## config.mk

```make
export PLATFORM = sky130hd
export DESIGN_NAME = mem_port_arbiter_flat
export DESIGN_NICKNAME = d
export VERILOG_FILES = /design/src/rtl/mem_port_arbiter_pkg.sv /design/src/rtl/mem_port_arbiter_if.sv /design/src/rtl/rr_pick2.sv /design/src/rtl/mem_port_arbiter.sv /design/src/flat_wrapper.sv
export SDC_FILE = /design/constraint.sdc
export NUM_CORES = 1
export LEC_CHECK = 0
export ABC_AREA = 0
export CORE_ASPECT_RATIO = 0.8
export CORE_MARGIN = 3
export CORE_UTILIZATION = 40
export DETAILED_ROUTE_END_ITERATION = 7
export GPL_TIMING_DRIVEN = 0
export PLACE_DENSITY = 0.95
export SLEW_MARGIN = 20
export SYNTH_ARGS = -nofsm -noshare
export SYNTH_HDL_FRONTEND = slang
export SYNTH_SLANG_ARGS = --single-unit
```

## constraint.sdc

```tcl
create_clock -name clock -period 5.04 [get_ports clock]
set_input_delay 1.008 -clock clock [delete_from_list [all_inputs] [get_ports clock]]
set_output_delay 1.008 -clock clock [all_outputs]
set_load 0.01 [all_outputs]
```

## src/rtl/mem_port_arbiter_pkg.sv

```systemverilog
// Shared types and constants for the two-port data-memory arbiter.
package mem_port_arbiter_pkg;

    typedef enum logic [1:0] {
        IDLE      = 2'd0,
        ISSUE     = 2'd1,
        WAIT_RESP = 2'd2,
        ERR       = 2'd3
    } arb_state_e;

    // Same mask the LSU uses for its own alignment check.
    localparam logic [1:0] WORD_ALIGN_MASK = 2'b11;

    function automatic logic is_misaligned(input logic [1:0] addr_lsb);
        return (addr_lsb & WORD_ALIGN_MASK) != 2'b00;
    endfunction

endpackage

```

## src/rtl/mem_port_arbiter_if.sv

```systemverilog
// Requester ports (LSU = m0, auxiliary = m1) and the data-memory port.
interface mem_port_arbiter_if;

    logic        m0_req_i;
    logic        m0_we_i;
    logic [31:0] m0_addr_i;
    logic [31:0] m0_wdata_i;
    logic        m0_gnt_o;
    logic        m0_rvalid_o;
    logic [31:0] m0_rdata_o;
    logic        m0_err_o;

    logic        m1_req_i;
    logic        m1_we_i;
    logic [31:0] m1_addr_i;
    logic [31:0] m1_wdata_i;
    logic        m1_gnt_o;
    logic        m1_rvalid_o;
    logic [31:0] m1_rdata_o;
    logic        m1_err_o;

    logic        mem_req_o;
    logic        mem_we_o;
    logic [31:0] mem_addr_o;
    logic [31:0] mem_wdata_o;
    logic        mem_gnt_i;
    logic        mem_rvalid_i;
    logic [31:0] mem_rdata_i;

    // slave: the arbiter side
    modport slave (
        input  m0_req_i, m0_we_i, m0_addr_i, m0_wdata_i,
        output m0_gnt_o, m0_rvalid_o, m0_rdata_o, m0_err_o,
        input  m1_req_i, m1_we_i, m1_addr_i, m1_wdata_i,
        output m1_gnt_o, m1_rvalid_o, m1_rdata_o, m1_err_o,
        output mem_req_o, mem_we_o, mem_addr_o, mem_wdata_o,
        input  mem_gnt_i, mem_rvalid_i, mem_rdata_i
    );

    // master: requesters plus memory, as seen from outside the arbiter
    modport master (
        output m0_req_i, m0_we_i, m0_addr_i, m0_wdata_i,
        input  m0_gnt_o, m0_rvalid_o, m0_rdata_o, m0_err_o,
        output m1_req_i, m1_we_i, m1_addr_i, m1_wdata_i,
        input  m1_gnt_o, m1_rvalid_o, m1_rdata_o, m1_err_o,
        input  mem_req_o, mem_we_o, mem_addr_o, mem_wdata_o,
        output mem_gnt_i, mem_rvalid_i, mem_rdata_i
    );

endinterface

```

## src/rtl/rr_pick2.sv

```systemverilog
// Two-way round-robin pick: on a tie the port that did not own last wins.
module rr_pick2 (
    input  logic i_req0,
    input  logic i_req1,
    input  logic i_last_owner,
    output logic o_valid,
    output logic o_winner
);

    assign o_valid  = i_req0 | i_req1;
    assign o_winner = (i_req0 & i_req1) ? ~i_last_owner : i_req1;

endmodule

```

## src/rtl/mem_port_arbiter.sv

```systemverilog
// Shares the data-memory port between LSU (port 0) and an auxiliary master
// (port 1): round-robin, one transaction outstanding, alignment check, timeout.
//
//   state     | meaning
//   IDLE      | arbitrate and latch the winner's request
//   ISSUE     | mem_req_o high until the memory grants
//   WAIT_RESP | waiting for mem_rvalid_i
//   ERR       | one-cycle misaligned-address completion
module mem_port_arbiter
    import mem_port_arbiter_pkg::*;
#(
    parameter int TIMEOUT_CYCLES = 16
) (
    input  logic               clock,
    input  logic               reset,
    mem_port_arbiter_if.slave  bus
);

    localparam int             CW       = $clog2(TIMEOUT_CYCLES);
    localparam logic [CW-1:0]  CNT_LAST = CW'(TIMEOUT_CYCLES - 1);

    arb_state_e    r_state;
    arb_state_e    w_next_state;
    logic          r_owner;
    logic          r_last_owner;
    logic          r_we;
    logic [31:0]   r_addr;
    logic [31:0]   r_wdata;
    logic [CW-1:0] r_cnt;
    logic          r_rsp_valid;
    logic          r_rsp_err;
    logic          r_rsp_gnt;
    logic [31:0]   r_rdata;

    logic          w_pick_valid;
    logic          w_pick_winner;
    logic          w_sel_we;
    logic [31:0]   w_sel_addr;
    logic [31:0]   w_sel_wdata;
    logic          w_mem_req;
    logic          w_timeout;
    logic          w_issue_gnt;
    logic          w_err_cycle;
    logic          w_gnt;
    logic          w_rvalid;
    logic          w_err;

    rr_pick2 u_pick (
        .i_req0       (bus.m0_req_i),
        .i_req1       (bus.m1_req_i),
        .i_last_owner (r_last_owner),
        .o_valid      (w_pick_valid),
        .o_winner     (w_pick_winner)
    );

    assign w_sel_we    = w_pick_winner ? bus.m1_we_i    : bus.m0_we_i;
    assign w_sel_addr  = w_pick_winner ? bus.m1_addr_i  : bus.m0_addr_i;
    assign w_sel_wdata = w_pick_winner ? bus.m1_wdata_i : bus.m0_wdata_i;

    always_ff @(posedge clock) begin
        if (reset) r_state <= IDLE;
        else       r_state <= w_next_state;
    end

    always_comb begin
        w_next_state = r_state;
        w_mem_req    = 1'b0;
        w_timeout    = 1'b0;
        case (r_state)
            IDLE: begin
                if (w_pick_valid)
                    w_next_state = is_misaligned(w_sel_addr[1:0]) ? ERR : ISSUE;
            end
            ISSUE: begin
                w_mem_req = 1'b1;
                if (r_cnt == CNT_LAST) begin
                    w_timeout    = 1'b1;
                    w_next_state = IDLE;
                end else if (bus.mem_gnt_i) begin
                    w_next_state = WAIT_RESP;
                end
            end
            WAIT_RESP: begin
                if (bus.mem_rvalid_i) begin
                    w_next_state = IDLE;
                end else if (r_cnt == CNT_LAST) begin
                    w_timeout    = 1'b1;
                    w_next_state = IDLE;
                end
            end
            ERR:     w_next_state = IDLE;
            default: w_next_state = IDLE;
        endcase
    end

    always_ff @(posedge clock) begin
        if (reset) begin
            r_owner      <= 1'b0;
            r_last_owner <= 1'b1;
            r_we         <= 1'b0;
            r_addr       <= '0;
            r_wdata      <= '0;
            r_cnt        <= '0;
            r_rsp_valid  <= 1'b0;
            r_rsp_err    <= 1'b0;
            r_rsp_gnt    <= 1'b0;
            r_rdata      <= '0;
        end else begin
            r_rsp_valid <= 1'b0;
            r_rsp_err   <= 1'b0;
            r_rsp_gnt   <= 1'b0;
            r_rdata     <= '0;
            if (r_state == IDLE && w_pick_valid) begin
                r_owner      <= w_pick_winner;
                r_last_owner <= w_pick_winner;
                r_we         <= w_sel_we;
                r_addr       <= w_sel_addr;
                r_wdata      <= w_sel_wdata;
                r_cnt        <= '0;
            end
            if ((r_state == ISSUE || r_state == WAIT_RESP) && r_cnt != CNT_LAST)
                r_cnt <= r_cnt + 1'b1;
            if (r_state == WAIT_RESP && bus.mem_rvalid_i) begin
                r_rsp_valid <= 1'b1;
                r_rdata     <= r_we ? 32'd0 : bus.mem_rdata_i;
            end
            // A timeout in ISSUE never produced a grant, so it is given with the error.
            if (w_timeout) begin
                r_rsp_valid <= 1'b1;
                r_rsp_err   <= 1'b1;
                r_rsp_gnt   <= (r_state == ISSUE);
            end
        end
    end

    assign w_issue_gnt = (r_state == ISSUE) && bus.mem_gnt_i && !w_timeout;
    assign w_err_cycle = (r_state == ERR);
    assign w_gnt       = w_issue_gnt | w_err_cycle | r_rsp_gnt;
    assign w_rvalid    = w_err_cycle | r_rsp_valid;
    assign w_err       = w_err_cycle | r_rsp_err;

    // r_owner only changes at the end of the response cycle, so routing by it is safe.
    assign bus.m0_gnt_o    = ~r_owner & w_gnt;
    assign bus.m0_rvalid_o = ~r_owner & w_rvalid;
    assign bus.m0_err_o    = ~r_owner & w_err;
    assign bus.m0_rdata_o  = r_owner ? 32'd0 : r_rdata;
    assign bus.m1_gnt_o    = r_owner & w_gnt;
    assign bus.m1_rvalid_o = r_owner & w_rvalid;
    assign bus.m1_err_o    = r_owner & w_err;
    assign bus.m1_rdata_o  = r_owner ? r_rdata : 32'd0;

    assign bus.mem_req_o   = w_mem_req;
    assign bus.mem_we_o    = w_mem_req & r_we;
    assign bus.mem_addr_o  = w_mem_req ? r_addr  : 32'd0;
    assign bus.mem_wdata_o = w_mem_req ? r_wdata : 32'd0;

endmodule

```

## src/flat_wrapper.sv

```systemverilog
// flat-port wrapper written by rule: the top's interface ports become plain ports
module mem_port_arbiter_flat import mem_port_arbiter_pkg::*;
#(
    parameter int TIMEOUT_CYCLES = 16
)
  (clock, reset, bus_m0_req_i, bus_m0_we_i, bus_m0_addr_i, bus_m0_wdata_i, bus_m0_gnt_o, bus_m0_rvalid_o, bus_m0_rdata_o, bus_m0_err_o, bus_m1_req_i, bus_m1_we_i, bus_m1_addr_i, bus_m1_wdata_i, bus_m1_gnt_o, bus_m1_rvalid_o, bus_m1_rdata_o, bus_m1_err_o, bus_mem_req_o, bus_mem_we_o, bus_mem_addr_o, bus_mem_wdata_o, bus_mem_gnt_i, bus_mem_rvalid_i, bus_mem_rdata_i);
  mem_port_arbiter_if bus_i ();
  input  logic clock;
  input  logic reset;
  input wire logic [$bits(bus_i.m0_req_i)-1:0] bus_m0_req_i;
  input wire logic [$bits(bus_i.m0_we_i)-1:0] bus_m0_we_i;
  input wire logic [$bits(bus_i.m0_addr_i)-1:0] bus_m0_addr_i;
  input wire logic [$bits(bus_i.m0_wdata_i)-1:0] bus_m0_wdata_i;
  output wire logic [$bits(bus_i.m0_gnt_o)-1:0] bus_m0_gnt_o;
  output wire logic [$bits(bus_i.m0_rvalid_o)-1:0] bus_m0_rvalid_o;
  output wire logic [$bits(bus_i.m0_rdata_o)-1:0] bus_m0_rdata_o;
  output wire logic [$bits(bus_i.m0_err_o)-1:0] bus_m0_err_o;
  input wire logic [$bits(bus_i.m1_req_i)-1:0] bus_m1_req_i;
  input wire logic [$bits(bus_i.m1_we_i)-1:0] bus_m1_we_i;
  input wire logic [$bits(bus_i.m1_addr_i)-1:0] bus_m1_addr_i;
  input wire logic [$bits(bus_i.m1_wdata_i)-1:0] bus_m1_wdata_i;
  output wire logic [$bits(bus_i.m1_gnt_o)-1:0] bus_m1_gnt_o;
  output wire logic [$bits(bus_i.m1_rvalid_o)-1:0] bus_m1_rvalid_o;
  output wire logic [$bits(bus_i.m1_rdata_o)-1:0] bus_m1_rdata_o;
  output wire logic [$bits(bus_i.m1_err_o)-1:0] bus_m1_err_o;
  output wire logic [$bits(bus_i.mem_req_o)-1:0] bus_mem_req_o;
  output wire logic [$bits(bus_i.mem_we_o)-1:0] bus_mem_we_o;
  output wire logic [$bits(bus_i.mem_addr_o)-1:0] bus_mem_addr_o;
  output wire logic [$bits(bus_i.mem_wdata_o)-1:0] bus_mem_wdata_o;
  input wire logic [$bits(bus_i.mem_gnt_i)-1:0] bus_mem_gnt_i;
  input wire logic [$bits(bus_i.mem_rvalid_i)-1:0] bus_mem_rvalid_i;
  input wire logic [$bits(bus_i.mem_rdata_i)-1:0] bus_mem_rdata_i;
  assign bus_i.m0_req_i = bus_m0_req_i;
  assign bus_i.m0_we_i = bus_m0_we_i;
  assign bus_i.m0_addr_i = bus_m0_addr_i;
  assign bus_i.m0_wdata_i = bus_m0_wdata_i;
  assign bus_m0_gnt_o = bus_i.m0_gnt_o;
  assign bus_m0_rvalid_o = bus_i.m0_rvalid_o;
  assign bus_m0_rdata_o = bus_i.m0_rdata_o;
  assign bus_m0_err_o = bus_i.m0_err_o;
  assign bus_i.m1_req_i = bus_m1_req_i;
  assign bus_i.m1_we_i = bus_m1_we_i;
  assign bus_i.m1_addr_i = bus_m1_addr_i;
  assign bus_i.m1_wdata_i = bus_m1_wdata_i;
  assign bus_m1_gnt_o = bus_i.m1_gnt_o;
  assign bus_m1_rvalid_o = bus_i.m1_rvalid_o;
  assign bus_m1_rdata_o = bus_i.m1_rdata_o;
  assign bus_m1_err_o = bus_i.m1_err_o;
  assign bus_mem_req_o = bus_i.mem_req_o;
  assign bus_mem_we_o = bus_i.mem_we_o;
  assign bus_mem_addr_o = bus_i.mem_addr_o;
  assign bus_mem_wdata_o = bus_i.mem_wdata_o;
  assign bus_i.mem_gnt_i = bus_mem_gnt_i;
  assign bus_i.mem_rvalid_i = bus_mem_rvalid_i;
  assign bus_i.mem_rdata_i = bus_mem_rdata_i;
  mem_port_arbiter #(.TIMEOUT_CYCLES(TIMEOUT_CYCLES)) u_core (.clock(clock), .reset(reset), .bus(bus_i));
endmodule
```

After elaboration in Yosys (flattened, before gate mapping) --
Cells that the tools add are included.
Word-level totals: output and inout bits 136, flip-flop bits (word level) 108, bits of input ports 168, word-level logic and storage cells 74
Operators by class: reduce and logical (&&, ||, !) cells 13, bitwise logic cells 17, add/subtract/negate cells 1, eq/ne operators 8, muxes and demuxes 24
Operator list (count):
- two-way mux 32 bit | 6
- two-way mux 2 bit | 6
- AND 1 bit | 8
- two-way mux 1 bit | 8
- two-way mux 4 bit | 2
- one-hot mux 2 bit (4 select lines) | 1
- != test 3 x 2 -> 1 bit, second input constant | 2
- logical AND 1 bit | 5
- OR 1 bit | 5
- adder 4 x 1 -> 4 bit, second input constant | 1
- equality test 2 bit, second input constant | 2
- equality test 4 bit, second input constant | 1
- != test 4 bit, second input constant | 1
- inverter 1 bit | 4
- nonzero test 2 bit | 2
- AND reduction 3 bit | 1
- OR reduction 3 bit | 1
- equality test 2 x 1 -> 1 bit, second input constant | 1
- logical NOT 2 bit | 1
- != test 2 x 1 -> 1 bit, second input constant | 1
- one-hot mux 1 bit (2 select lines) | 1
- OR reduction 2 bit | 1
- logical NOT 1 bit | 1
- logical OR 1 bit | 1

Logic depth before layout (Yosys ltp) --
depth after elaboration 9, gate-level depth with buffers 9, gate-level depth less buffers 6

Modules after synthesis --
From an unflattened synthesis, not the netlist that was laid out.
Unflattened totals: cells, all modules 580, area total of the unflattened synthesis 5250.0 um^2
Modules (own cells, without submodules):
- mem_port_arbiter | sequential area each 2162.1 um^2, area each 5236.3 um^2, cells each 578, instances 1
- rr_pick2 | sequential area each 0.0 um^2, area each 13.8 um^2, cells each 2, instances 1

Worst setup path before layout --
No wires, ideal clock.
path type register to output, start point register u_core.r_state[0], end point output port bus_m1_gnt_o, data required time 4.032 ns, path slack 2.590 ns, buffers on the path 1, data arrival time 1.442 ns, cell stages (with the launch flop) 7, path through dfxtp_1 > inv_1 > ha_1 > clkbuf_1 > nand2_1 > a311oi_1 > nor2b_1
Between the ends: word-level cells in the longest chain between the ends 7, elaborated cells on any way between the ends 10, those cells by class eq/ne: 3; mux: 1; bitwise: 3; reduce/logical: 3
RTL lines:
- start, declared | RTL line mem_port_arbiter.sv:22 | arb_state_e r_state;
- start signal, assigned | RTL line mem_port_arbiter.sv:62 | else r_state <= w_next_state;
- equality test 2 bit or equality test 2 x 1 -> 1 bit (tied branches) | RTL line mem_port_arbiter.sv:69, mem_port_arbiter.sv:136
- one-hot mux 1 bit (2 select lines) | RTL line mem_port_arbiter.sv:69 | case (r_state)
- logical NOT 1 bit | RTL line mem_port_arbiter.sv:136 | assign w_issue_gnt = (r_state == ISSUE) && bus.mem_gnt_i && !w_timeout;
- logical AND 1 bit | RTL line mem_port_arbiter.sv:136
- OR 1 bit * (2 in a row) | RTL line mem_port_arbiter.sv:138 | assign w_gnt = w_issue_gnt | w_err_cycle | r_rsp_gnt;
- AND 1 bit * | RTL line mem_port_arbiter.sv:147 | assign bus.m1_gnt_o = r_owner & w_gnt;
- end, declared | RTL line flat_wrapper.sv:22 | output wire logic [$bits(bus_i.m1_gnt_o)-1:0] bus_m1_gnt_o;
Every way passes the cells marked *; elsewhere a longest branch is shown, timed or not.

Worst setup path in the final report --
start point register u_core.r_state[1], end point output port bus_mem_addr_o[30]
Between the ends: word-level cells in the longest chain between the ends 3
RTL lines:
- equality test 2 x 1 -> 1 bit | RTL line mem_port_arbiter.sv:69
- two-way mux 1 bit | RTL line mem_port_arbiter.sv:69
- two-way mux 32 bit | RTL line mem_port_arbiter.sv:154 | assign bus.mem_addr_o = w_mem_req ? r_addr : 32'd0;
- end, declared | RTL line flat_wrapper.sv:28 | output wire logic [$bits(bus_i.mem_addr_o)-1:0] bus_mem_addr_o;
No other way between the ends.

==> key figures <==
Status
  • Outcome: finished, final reports clean

Synth
  • Asr flop ratio synth: 0%
  • Distinct cells, synth: 34
  • Post-synthesis mux area share: 12.6%
  • XOR/XNOR Fraction of Synth Area: less than 1%
  • Syn Std Cell Area: roughly 5300 µm²
  • Ranking of synthesized cells by area: dfxtp_1 (41%), and2_1 (16%), mux2i_1 (12%)
  • Dominant synthesized flop cell: dfxtp_1
  • Cells after Synth: 584
  • Post-synthesis adder-cell area fraction: 1.19%
  • Synth warn: 0
  • Top cell type's share of synthesized area: 41.1%
  • Register area share after synthesis: between 40% and 50%
  • Leading area contributor after synthesis: dfxtp_1
  • Simple-gate share of the synthesized area: a little over a quarter
  • Syn_area_per_cell: roughly 9 µm²
  • Count leader, synth: and2_1
  • EDFF count, synth: 0
  • Compound-cell area share of the yosys netlist: between 10% and 20%
  • Dominant combinational cell family by area after synthesis: simple AND/OR/NAND/NOR gates
  • Mapped Nets: about 760
  • Commonest cells post-synth: and2_1 (131), dfxtp_1 (108), nor2_1 (78)
  • Seq cells post-synth: roughly 110

Clock network
  • Clk sink count: roughly 110
  • CTS tree: built
  • Gates resized, CTS repair: 0
  • Hold_buf cts: 0
  • Clock Pin Slew Worst Setup and Hold Paths: ~0.070 ns
  • CTS Buf Count: 9
  • Worst skew pair latency: roughly 0.34 ns
  • Clk buf depth: 2
  • H-tree depth: 3
  • CTS root buf: clkbuf_16
  • Buffer count from post-CTS setup fixing: 0

Setup path
  • Crit path max fanout: 10
  • CP startpoint kind: register
  • Worst Path Class, Setup: register to primary output
  • CP startpoint: u_core.r_state[1]$_SDFFE_PP0P_
  • Crit path arrival time: between 2 and 3 ns
  • Reg2reg setup slack: ~3 ns
  • Kind of end point of the critical path: primary output
  • End of the critical path: bus_mem_addr_o[30]
  • Reg2Reg Depth: 8
  • Worst flop-to-flop path endpoint: u_core.r_wdata[2]$_SDFFE_PP0P_
  • Data required, critical path: about 4 ns
  • Worst reg2reg startpoint: u_core.r_state[1]$_SDFFE_PP0P_

Global route
  • Number of global-route vias before repair: 5132
  • Grt ovf: 0
  • Antenna violations before repair: 0
  • Largest net degree at the start of global routing: 17
  • First-pass GRT wire length: approximately 27000 µm
  • All-Layer GR Usage: between 20% and 30%

Placed design
  • Hpwl dp: between 10000 and 15000 µm
  • # port buffers: just over 300
  • Worst slack at placement: about 1.5 ns
  • Routability cong.: between 0.8 and 0.9

STA
  • Slew Viols, Final: 0
  • Final worst slack: about 1.2 ns
  • Hold Vio Cnt, Final: 0
  • TNS Setup: 0 ns
  • Max frequency: between 200 and 300 MHz
  • Final setup vio count: 0
  • Slew of the pin with the lowest slew margin: around 0.64 ns
  • Period utilization: between 70% and 80%
  • Max_slew headroom: 56.6%
  • Clk_skew: 0.00801 ns
  • Final min period: about 3.8 ns
  • RSZ-0062 raised after global routing: false

Power and ir drop
  • Leak pwr: roughly 3.4 nW
  • Largest vdd supply drop: ~0.00021 V
  • Pwr per Cell Area: between 300 and 400 nW/µm²

Layout
  • Final nets: ~1100
  • Area of the multi-input gates: 2820 µm²
  • Area Growth Syn to Fin: 67.0%
  • FF/Latch Area: approximately 2200 µm²
  • Filler cell count: around 950
  • Layout cells sized above 1: between 4 and 5%

Floorplan
  • Die X: 134 µm
  • Core area: 12500 µm²
  • Cell row count: 36
  • Starting density of the core: between 40% and 50%
  • DIE HEIGHT: 109 µm
  • Top Ports: between 300 and 400
  • Die area: around 15000 µm²

Detailed routing
  • Via count: between 5000 and 6000
  • Drt via density: between 4 and 5
  • Total Wirelength: 17600 µm
  • Routed Antenna Nets: 0
  • Drt wl/cell: about 16 µm
  • Residual DRC: 0
  • Initial DRC count: 193
  • Initial DRT Pass Iterations: 5

Worst hold path
  • Hold wc startpoint: u_core.r_addr[4]$_SDFFE_PP0P_
  • Worst Hold Class: register to register

Flow run
  • Max Cap Viol: 0
## layout make-up
class                           count  area share, %
Antenna cell                        1         0.0285
Buffer                             50           3.06
Clock buffer                       12           2.92
Clock inverter                      3          0.256
Inverter                            4          0.171
Multi-Input combinational cell    422           32.0
Sequential cell                   108           24.6
Tap cell                          171           2.43
Timing Repair Buffer              303           34.5
## registers in the layout (all words and copies together) (netlist names), 2 cells and up
signal          flops
u_core.r_addr      32
u_core.r_rdata     32
u_core.r_wdata     32
u_core.r_cnt        4
u_core.r_state      2
## cells in the final DEF, fill, tap and decap left out, types with 7 or more instances in the layout
master           count
mux2i_1             65
and2_1             131
nor2_1              78
clkdlybuf4s50_1    303
buf_4                7
a211oi_1            66
dfxtp_1            108
buf_2                9
clkbuf_1            32
clkbuf_16            9
nor2b_1             35
## kinds of logic (layout without fill, tap and decap cells)
family	Yosys count	count (layout)
AND/OR/NAND/NOR	262	262
AO/OA/AOI/OAI	88	88
flip-flops	108	108
buffers and inverters	54	372
adder cells (fa/ha/maj)	5	5
other	0	1
XOR/XNOR	1	1
multiplexers	66	66
## per-layer routing
metal / up-vias / track usage [%] / part of all wire [%] / routed length (µm)
met2: 219 / 43.5 / 53 / 9300
met1: 2348 / 25.0 / 37 / 6550
met4: 0 / 7.34 / 2.1 / 370
met3: 24 / 6.79 / 8.1 / 1420
met5: - / 0 / 0 / 0
li1: 2586 / - / - / -
## how the worst min path moves through the flow
stage / cells past startpoint / to / slack, ns
after floorplan: 2 / u_core.r_cnt[3]$_SDFFE_PP0P_ / 0.47
after global placement: 2 / u_core.r_wdata[12]$_SDFFE_PP0P_ / 0.48
final: 2 / u_core.r_addr[4]$_SDFFE_PP0P_ / 0.49
after global routing: 2 / u_core.r_addr[4]$_SDFFE_PP0P_ / 0.51
after detailed placement: 2 / u_core.r_addr[1]$_SDFFE_PP0P_ / 0.49
after CTS: 2 / u_core.r_wdata[3]$_SDFFE_PP0P_ / 0.50
## power by group
part           switching [W]  internal, W  leakage (nW)
sequential          0.000104      0.00107         0.889
clock               0.000305     0.000360         0.127
combinational       0.000702     0.000633          2.41
total                0.00111      0.00206          3.42
## critical path: stages, from the launching register on
cell	delay, ns
dfxtp_1	0.33
inv_1	0.09
ha_1	0.43
clkbuf_1	0.46
clkbuf_1	0.39
and2_1	0.19
clkdlybuf4s50_1	0.55
## stage by stage
step	cell area (µm²)	hold slack, ns	instances	utilization (%)	total power [W]
6_report	8790	0.495	1074	70.2	0.00317
5_1_grt	8790	0.511	1073	70.2	0.00337
4_1_cts	8790	0.496	1073	70.2	0.00318
3_5_place_dp	8510	0.487	1058	68.0	0.00252
3_3_place_gp	8510	0.480	1058	68.0	0.00247
2_1_floorplan	5260	0.470	584	-	0.00194
No activity file was read; power rests on OpenSTA's default activity.
